--- config.mk ---
export PLATFORM = sky130hd
export DESIGN_NAME = mmio_pkt_injector
export DESIGN_NICKNAME = d
export VERILOG_FILES = /design/src/rtl/pkt_inj_pkg.sv /design/src/rtl/inj_countdown.sv /design/src/rtl/mmio_pkt_injector.sv
export SDC_FILE = /design/constraint.sdc
export NUM_CORES = 1
export LEC_CHECK = 0
export ABC_AREA = 1
export BUFFER_PORTS_ARGS = -buffer_cell sky130_fd_sc_hd__buf_2
export CAP_MARGIN = 25
export CORE_AREA = 2 2 184 186
export DETAILED_ROUTE_END_ITERATION = 7
export DIE_AREA = 0 0 186 188
export SYNTH_ARGS = -nofsm -noshare
export SYNTH_HDL_FRONTEND = slang
export SYNTH_SLANG_ARGS = --single-unit
--- constraint.sdc ---
create_clock -name clock -period 1.9 [get_ports clock]
set_input_delay 0.475 -clock clock [delete_from_list [all_inputs] [get_ports clock]]
set_output_delay 0.475 -clock clock [all_outputs]
set_load 0.005 [all_outputs]
--- src/rtl/pkt_inj_pkg.sv ---
// Shared types and constants for the MMIO packet injector.
// Latency: n/a (declarations only).
// Backpressure: n/a.
package pkt_inj_pkg;

    typedef enum logic [2:0] {
        S_IDLE,
        S_WAIT,
        S_HDR,
        S_FETCH,
        S_LOAD,
        S_SEND,
        S_DONE
    } inj_state_t;

    localparam logic [31:0] REG_ADDR   = 32'd0;
    localparam logic [31:0] REG_NBYTES = 32'd4;
    localparam logic [31:0] REG_TIMER  = 32'd8;
    localparam logic [31:0] REG_STATUS = 32'd12;

    localparam int WORD_BYTES = 4;

    // ceil(nbytes / WORD_BYTES) on 17 bits so 16'hFFFF + 3 cannot overflow
    function automatic logic [16:0] word_count(input logic [15:0] nbytes);
        logic [16:0] sum;
        sum = {1'b0, nbytes} + 17'(WORD_BYTES - 1);
        return sum >> 2;
    endfunction

endpackage

--- src/rtl/inj_countdown.sv ---
// 32-bit loadable down-counter with a zero flag, used for the pre-send delay.
// Latency: count updates one cycle after load/dec; zero is combinational on count.
// Backpressure: none; dec is ignored once the count reaches zero.
module inj_countdown (
    input  logic        clock,
    input  logic        reset,
    input  logic        load,
    input  logic [31:0] load_value,
    input  logic        dec,
    output logic [31:0] count,
    output logic        zero
);

    // load has priority over decrement; the counter saturates at zero
    always_ff @(posedge clock) begin
        if (reset) begin
            count <= 32'd0;
        end else if (load) begin
            count <= load_value;
        end else if (dec && (count != 32'd0)) begin
            count <= count - 32'd1;
        end
    end

    assign zero = (count == 32'd0);

endmodule

--- src/rtl/mmio_pkt_injector.sv ---
// MMIO-programmed DMA that reads a memory block and emits it as flits (optional header via PKT_INJ_HEADER_EN).
// Latency: TIMER+2 cycles from TIMER write to header (TIMER+4 to first payload without header); 3 cycles per payload flit.
// Backpressure: flit_valid/flit_data hold until flit_ready; no new memory read is issued while a flit is stalled.
module mmio_pkt_injector
    import pkt_inj_pkg::*;
#(
    parameter logic [31:0] BASE_ADDR = 32'h1000_0000,
    parameter int          FLIT_W    = 32   // only 32 is supported
) (
    input  logic              clock,
    input  logic              reset,
    input  logic [31:0]       mmio_addr_in,
    input  logic [31:0]       mmio_data_in,
    input  logic              mmio_wb_in,
    output logic              irq,
    output logic              mem_rd,
    output logic [31:0]       mem_addr,
    input  logic [FLIT_W-1:0] mem_data,
    output logic              flit_valid,
    output logic [FLIT_W-1:0] flit_data,
    input  logic              flit_ready
);

    inj_state_t        state_q;
    inj_state_t        state_d;
    logic [31:0]       addr_q;
    logic [15:0]       nbytes_q;
    logic [16:0]       words_left_q;
    logic [FLIT_W-1:0] flit_q;
    logic              irq_q;
    logic              cnt_zero;
    logic [31:0]       cnt_value;

    logic wr_addr;
    logic wr_nbytes;
    logic wr_timer;
    logic wr_status;
    logic in_idle;

    assign wr_addr   = mmio_wb_in && (mmio_addr_in == BASE_ADDR + REG_ADDR);
    assign wr_nbytes = mmio_wb_in && (mmio_addr_in == BASE_ADDR + REG_NBYTES);
    assign wr_timer  = mmio_wb_in && (mmio_addr_in == BASE_ADDR + REG_TIMER);
    assign wr_status = mmio_wb_in && (mmio_addr_in == BASE_ADDR + REG_STATUS);
    assign in_idle   = (state_q == S_IDLE);

    inj_countdown u_countdown (
        .clock      (clock),
        .reset      (reset),
        .load       (wr_timer && in_idle),
        .load_value (mmio_data_in),
        .dec        (state_q == S_WAIT),
        .count      (cnt_value),
        .zero       (cnt_zero)
    );

    // state register
    always_ff @(posedge clock) begin
        if (reset) begin
            state_q <= S_IDLE;
        end else begin
            state_q <= state_d;
        end
    end

    // next-state logic and the handshake/read strobes that depend only on state
    always_comb begin
        state_d    = state_q;
        flit_valid = 1'b0;
        mem_rd     = 1'b0;
        case (state_q)
            S_IDLE: begin
                if (wr_timer) begin
                    state_d = S_WAIT;
                end
            end
            S_WAIT: begin
                if (cnt_zero) begin
`ifdef PKT_INJ_HEADER_EN
                    state_d = S_HDR;
`else
                    state_d = (words_left_q == 17'd0) ? S_DONE : S_FETCH;
`endif
                end
            end
            S_HDR: begin
                flit_valid = 1'b1;
                if (flit_ready) begin
                    state_d = (words_left_q == 17'd0) ? S_DONE : S_FETCH;
                end
            end
            S_FETCH: begin
                mem_rd  = 1'b1;
                state_d = S_LOAD;
            end
            S_LOAD: begin
                state_d = S_SEND;
            end
            S_SEND: begin
                flit_valid = 1'b1;
                if (flit_ready) begin
                    state_d = (words_left_q == 17'd1) ? S_DONE : S_FETCH;
                end
            end
            S_DONE: begin
                state_d = S_IDLE;
            end
            default: begin
                state_d = S_IDLE;
            end
        endcase
    end

    // register file, transfer bookkeeping, flit holding register and irq
    always_ff @(posedge clock) begin
        if (reset) begin
            addr_q       <= 32'd0;
            nbytes_q     <= 16'd0;
            words_left_q <= 17'd0;
            flit_q       <= '0;
            irq_q        <= 1'b0;
        end else begin
            // configuration is frozen while a transfer is in flight
            if (in_idle && wr_addr) begin
                addr_q <= {mmio_data_in[31:2], 2'b00};
            end
            if (in_idle && wr_nbytes) begin
                nbytes_q <= mmio_data_in[15:0];
            end
            if (in_idle && wr_timer) begin
                words_left_q <= word_count(nbytes_q);
            end
`ifdef PKT_INJ_HEADER_EN
            if ((state_q == S_WAIT) && cnt_zero) begin
                flit_q <= {16'h0, nbytes_q};
            end
`endif
            // memory data is valid only in the cycle after the read strobe
            if (state_q == S_LOAD) begin
                flit_q <= mem_data;
            end
            if ((state_q == S_SEND) && flit_ready) begin
                addr_q       <= addr_q + 32'd4;
                words_left_q <= words_left_q - 17'd1;
            end
            // setting wins over a simultaneous STATUS clear
            if (state_q == S_DONE) begin
                irq_q <= 1'b1;
            end else if (wr_status) begin
                irq_q <= 1'b0;
            end
        end
    end

    assign irq       = irq_q;
    assign mem_addr  = addr_q;
    assign flit_data = flit_q;

endmodule

# Word level (Yosys, flattened, before mapping)
# Cells that the tools add are included.
# W data, S select, Z words.
# op_classes
add_sub_neg	4
mul	0
div_mod_pow	0
n_lt_le_gt_ge	0
n_eq_ne	15
shift	0
muxes	17
bitwise_logic	0
reduce_logical	19
# ops
operator	count
$eq A32 B29 Y1 const B	4
$mux W32	4
$mux W17	2
$add A32 B3 Y32 const B	1
$logic_not A32 Y1	1
$reduce_bool A32 Y1	1
$sub A32 B1 Y32 const B	1
$mux W3	6
$pmux W3 S6	1
$add A16 B2 Y17 const B	1
$eq A17 B1 Y1 const B	1
$logic_not A17 Y1	1
$sub A17 B1 Y17 const B	1
$eq A3 B3 Y1 const B	3
$logic_and A1 B1 Y1	9
$ne A2 B2 Y1 const B	4
$reduce_bool A2 Y1	4
$eq A3 B2 Y1 const B	2
$mux W1	4
$reduce_and A4 Y1	1
$eq A3 B1 Y1 const B	1
$logic_not A3 Y1	1
$reduce_or A2 Y1	1
# word_totals
reg_bits	133
latch_bits	0
ram_bits	0
mem_bits_ro	0
in_bits	100
out_inout_bits	67
word_cells	62
mem_count	0

# Depth between registers and ports, before layout
# depth
word_depth	5
mapped_depth	12
mapped_depth_nobuf	12

# Hierarchy
# Synthesis repeated with hierarchy kept, for this count alone.
# unflattened
hier_cells	1414
area_unflattened_um2	8441.8
# by_module_without_submodules
module	n_inst	cells_per_inst	area_each_um2
mmio_pkt_injector	1	1011	6007.0
inj_countdown	1	403	2434.8

# Worst setup path before layout
# OpenSTA, ideal clock, no wires.
# synth_path
kind	input-to-reg
start	input mmio_addr_in[15]
end	register u_countdown.count[14]
setup_time_ns	0.128
t_arrival_ns	1.596
slack_ns	0.177
stages	12
path_buffers	2
path_cell_list	nor2_1 > nand2_1 > nor2_2 > nand2_1 > nor2_2 > nand3_2 > buf_6 > nand2_4 > buf_6 > nor2_2 > nor2_1 > nor2_1
# synth_between
elab_chain_len	4
word_cells_on_any_way	5
cone_classes	eq/ne (1); mux (1); reduce/logical (3)
# synth_lines
element	line_no	text
from (decl)	mmio_pkt_injector.sv:12	input logic [31:0] mmio_addr_in,
$eq A32 B29 Y1 *	mmio_pkt_injector.sv:42	assign wr_timer = mmio_wb_in && (mmio_addr_in == BASE_ADDR + REG_TIMER);
$logic_and A1 B1 Y1 *	mmio_pkt_injector.sv:42	
$logic_and A1 B1 Y1 *	mmio_pkt_injector.sv:49	.load (wr_timer && in_idle),
$mux W32 or $reduce_bool A2 Y1 (tied branches)	-	
to (signal assigned)	inj_countdown.sv:19	count <= load_value;
to (signal assigned)	inj_countdown.sv:21	count <= count - 32'd1;
to (decl)	inj_countdown.sv:10	output logic [31:0] count,
# Mark *: on every way between the ends. The rest lies on a longest branch, timed or not.
# A chain may end at the register's enable or synchronous reset.

# Worst setup path after layout
# layout_path
start	register state_q[2]
end	output flit_valid
# layout_between
elab_chain_len	3
word_cells_on_any_way	4
cone_classes	eq/ne (2); mux (1); reduce/logical (1)
# layout_lines
element	line_no	text
from (decl)	mmio_pkt_injector.sv:24	inj_state_t state_q;
from (signal assigned)	mmio_pkt_injector.sv:61	state_q <= state_d;
$eq A3 B3 Y1 or $eq A3 B2 Y1 (tied branches)	mmio_pkt_injector.sv:70	case (state_q)
$reduce_or A2 Y1 (no source line) *	-	
$mux W1 *	mmio_pkt_injector.sv:70	
to (decl)	mmio_pkt_injector.sv:19	output logic flit_valid,
# Marked as above.

==> impl_metrics.yaml <==
run_status:
  status: "completed"
worst_setup_path:
  rr_worst_depth: 11
  crit_fanout: 3
  cp.required_ns: 1.42
  end_kind: "output pin"
  critical_path_arrival_ns: 1.35
  criticalPathCategory: "flop to output pin"
  start_kind: "flop"
global_route:
  grt.overflow.total: 0
  grtUsageTotal_pct: 16.7
  antenna_found_initial: 1
  grt_pass1_wl_mm: 45.9
  grt_pass1_vias: 8715
  grt_max_degree: 78
route:
  viasPerCell: 4.54
  drt_pass1_iterations: 6
  vias: 9387
  drtIter0Drc: 667
  ant_nets: 0
  drcViolationCount: 0
  wirelength_mm: 29.2
  routedWlPerCell_um: 14.1
cells_and_area:
  layout_common_cells: "nand2_1, nor2_1, buf_2"
  area_growth_pct: 33.8
  regArea_sq_um: 2630
  final_layout_size_suffix_gt1_share_pct: 23.0
  diodes: 0
  postLayoutCoreUtil_pct: 32.8
  layout_commonest_cell: "nand2_1"
  nNetsFinal: 1711
  multi_input_area_sq_um: 4800
  nFillCells: 3646
synthesis:
  synthCells: 1357
  synth_ff_type: "dfxtp_1"
  syn_area_per_cell_sq_um: 5.98
  synth_seq_cells: 131
  yosysSeqAreaShare_pct: 32.3
  synth_edf_count: 0
  synthArstFlopShare_pct: 0
  synthesis.area_sq_um: 8120
  synth_cell_types: 37
  ys_warn_count: 0
place:
  place.gp.congestion: 0.912
  pre_cts_slack_ns: -0.267
  hpwl_mm: 22.8
  port_buffers: 164
floorplan:
  die_y_um: 188
  pin_count: 167
  initial_utilization_pct: 24.5
  fp.dieW_um: 186
  rows: 67
  dieArea_sq_um: 35000
  core_sq_um: 33100
sta:
  drv_slew: 0
  worst_slew_pin_slew_ns: 0.493
  layout_setup_ws_ns: 0.0731
  fin_hold_ws_ns: 0.300
  max_freq_mhz: 547
  fin_crit_sh_pct: 96.2
  setup_viol: 0
  fin_setup_tns_ns: 0
  max_slew_margin_pct: 66.9
  clock_skew_ns: 0.0119
  period_needed_ns: 1.83
  hold_violations: 0
cts:
  cts_tree: "done"
  cts_buffers: 17
  clock-sinks: 131
  cts_buffer_depth: 2
  cts_root_buf: "clkbuf_16"
  clkTransAtPathRegs_ns: 0.06
  cts-hold-fix-buffers: 0
  htree_levels: 4
  clk_latency_ns: 0.43
power_and_ir_drop:
  p_total_uw: 16100
  p_per_area_nw_per_um2: 1490
  ir_drop_mv: 0.730
  p_leak_uw: 0.00502
hold_path:
  hold_depth: 3
  hold_class: "primary input to flop"
run:
  cap_violations: 0
[through the flow]
stage,instance area [sq um],instances
global route,10900,2067
floorplan,8120,1358
finish,10900,2067
CTS,10800,2068
detailed placement,10200,2034
global placement,10200,2033
[per-layer routing]
metal	share of wire (%)	vias to the layer above	GRT usage (%)
li1	-	4807	-
met1	46	4277	22.7
met2	47	262	27.0
met3	4.9	41	2.56
met4	2.1	0	5.39
met5	0	-	0
[cells in the mapped netlist, types with 4 or more instances]
library cell  number  area (sq um)
a21oi_1           66           330
buf_2             14          70.1
buf_4              6          45.0
clkbuf_1          22          82.6
dfxtp_1          131          2620
ha_1               5          62.6
inv_1            134           503
nand2_1          324          1220
nand2_2            5          31.3
nand3_1          110           551
nand3b_1          10          75.1
nand4_1           19           119
nor2_1           306          1150
nor2_2            21           131
nor2_4             4          45.0
nor3_1            13          65.1
nor3_2             6          60.1
o211ai_1           5          37.5
o21ai_0          105           526
o22ai_1            5          31.3
or2_2              5          31.3
xnor2_1            7          61.3
xor2_1            14           123
[final cells by class]
type	instances	area share, %
Tap cell	448	5.16
Inverter	136	4.70
Clock buffer	19	3.98
Multi-Input combinational cell	1042	44.2
Clock inverter	13	1.26
Sequential cell	131	24.2
Timing Repair Buffer	278	16.5
[report_power, final]
part	internal, uW	total, uW	switching, uW
sequential	3250	3550	304
combinational	3800	9350	5540
clock	1930	3240	1310
[timing repair]
item / CTS / global route
setup endpoints to repair: 1 / 55
gates resized for setup: 3 / 22
buffers inserted: 2 / 0
gates cloned: 0 / 0
pin swaps: 1 / 3
[worst max-delay path, stage by stage (launching register included)]
cell     delay [ns]
dfxtp_2        0.33
inv_1          0.06
buf_4          0.15
nor2_4         0.14
inv_1          0.05
nand2_1        0.07
buf_2          0.14
[cells by family after synthesis]
family | after synthesis | share of synthesized area [%]
fa+ha+maj | 5 | 0.771
other cells | 1 | 0.0462
mux | 1 | 0.123
compound gates | 187 | 12.0
xor+xnor | 21 | 2.27
simple gates | 826 | 43.1
buf+inv | 185 | 9.34
flops | 131 | 32.3
[path summary, 6_finish.rpt]
check                             startpoint             to  slack, ns
worst max-delay path              state_q[2]     flit_valid       0.07
worst min-delay path            mem_data[19]  flit_data[19]       0.30
worst max register to register    state_q[0]   mem_addr[16]       0.10
worst min register to register           irq            irq       0.47
[registers in the layout (all words and copies together) (netlist names)]
signal,count
words_left_q,17
state_q,3
nbytes_q,16
irq,1
mem_addr,30
flit_data,32
u_countdown.count,32
No activity file was read; power rests on OpenSTA's default activity.
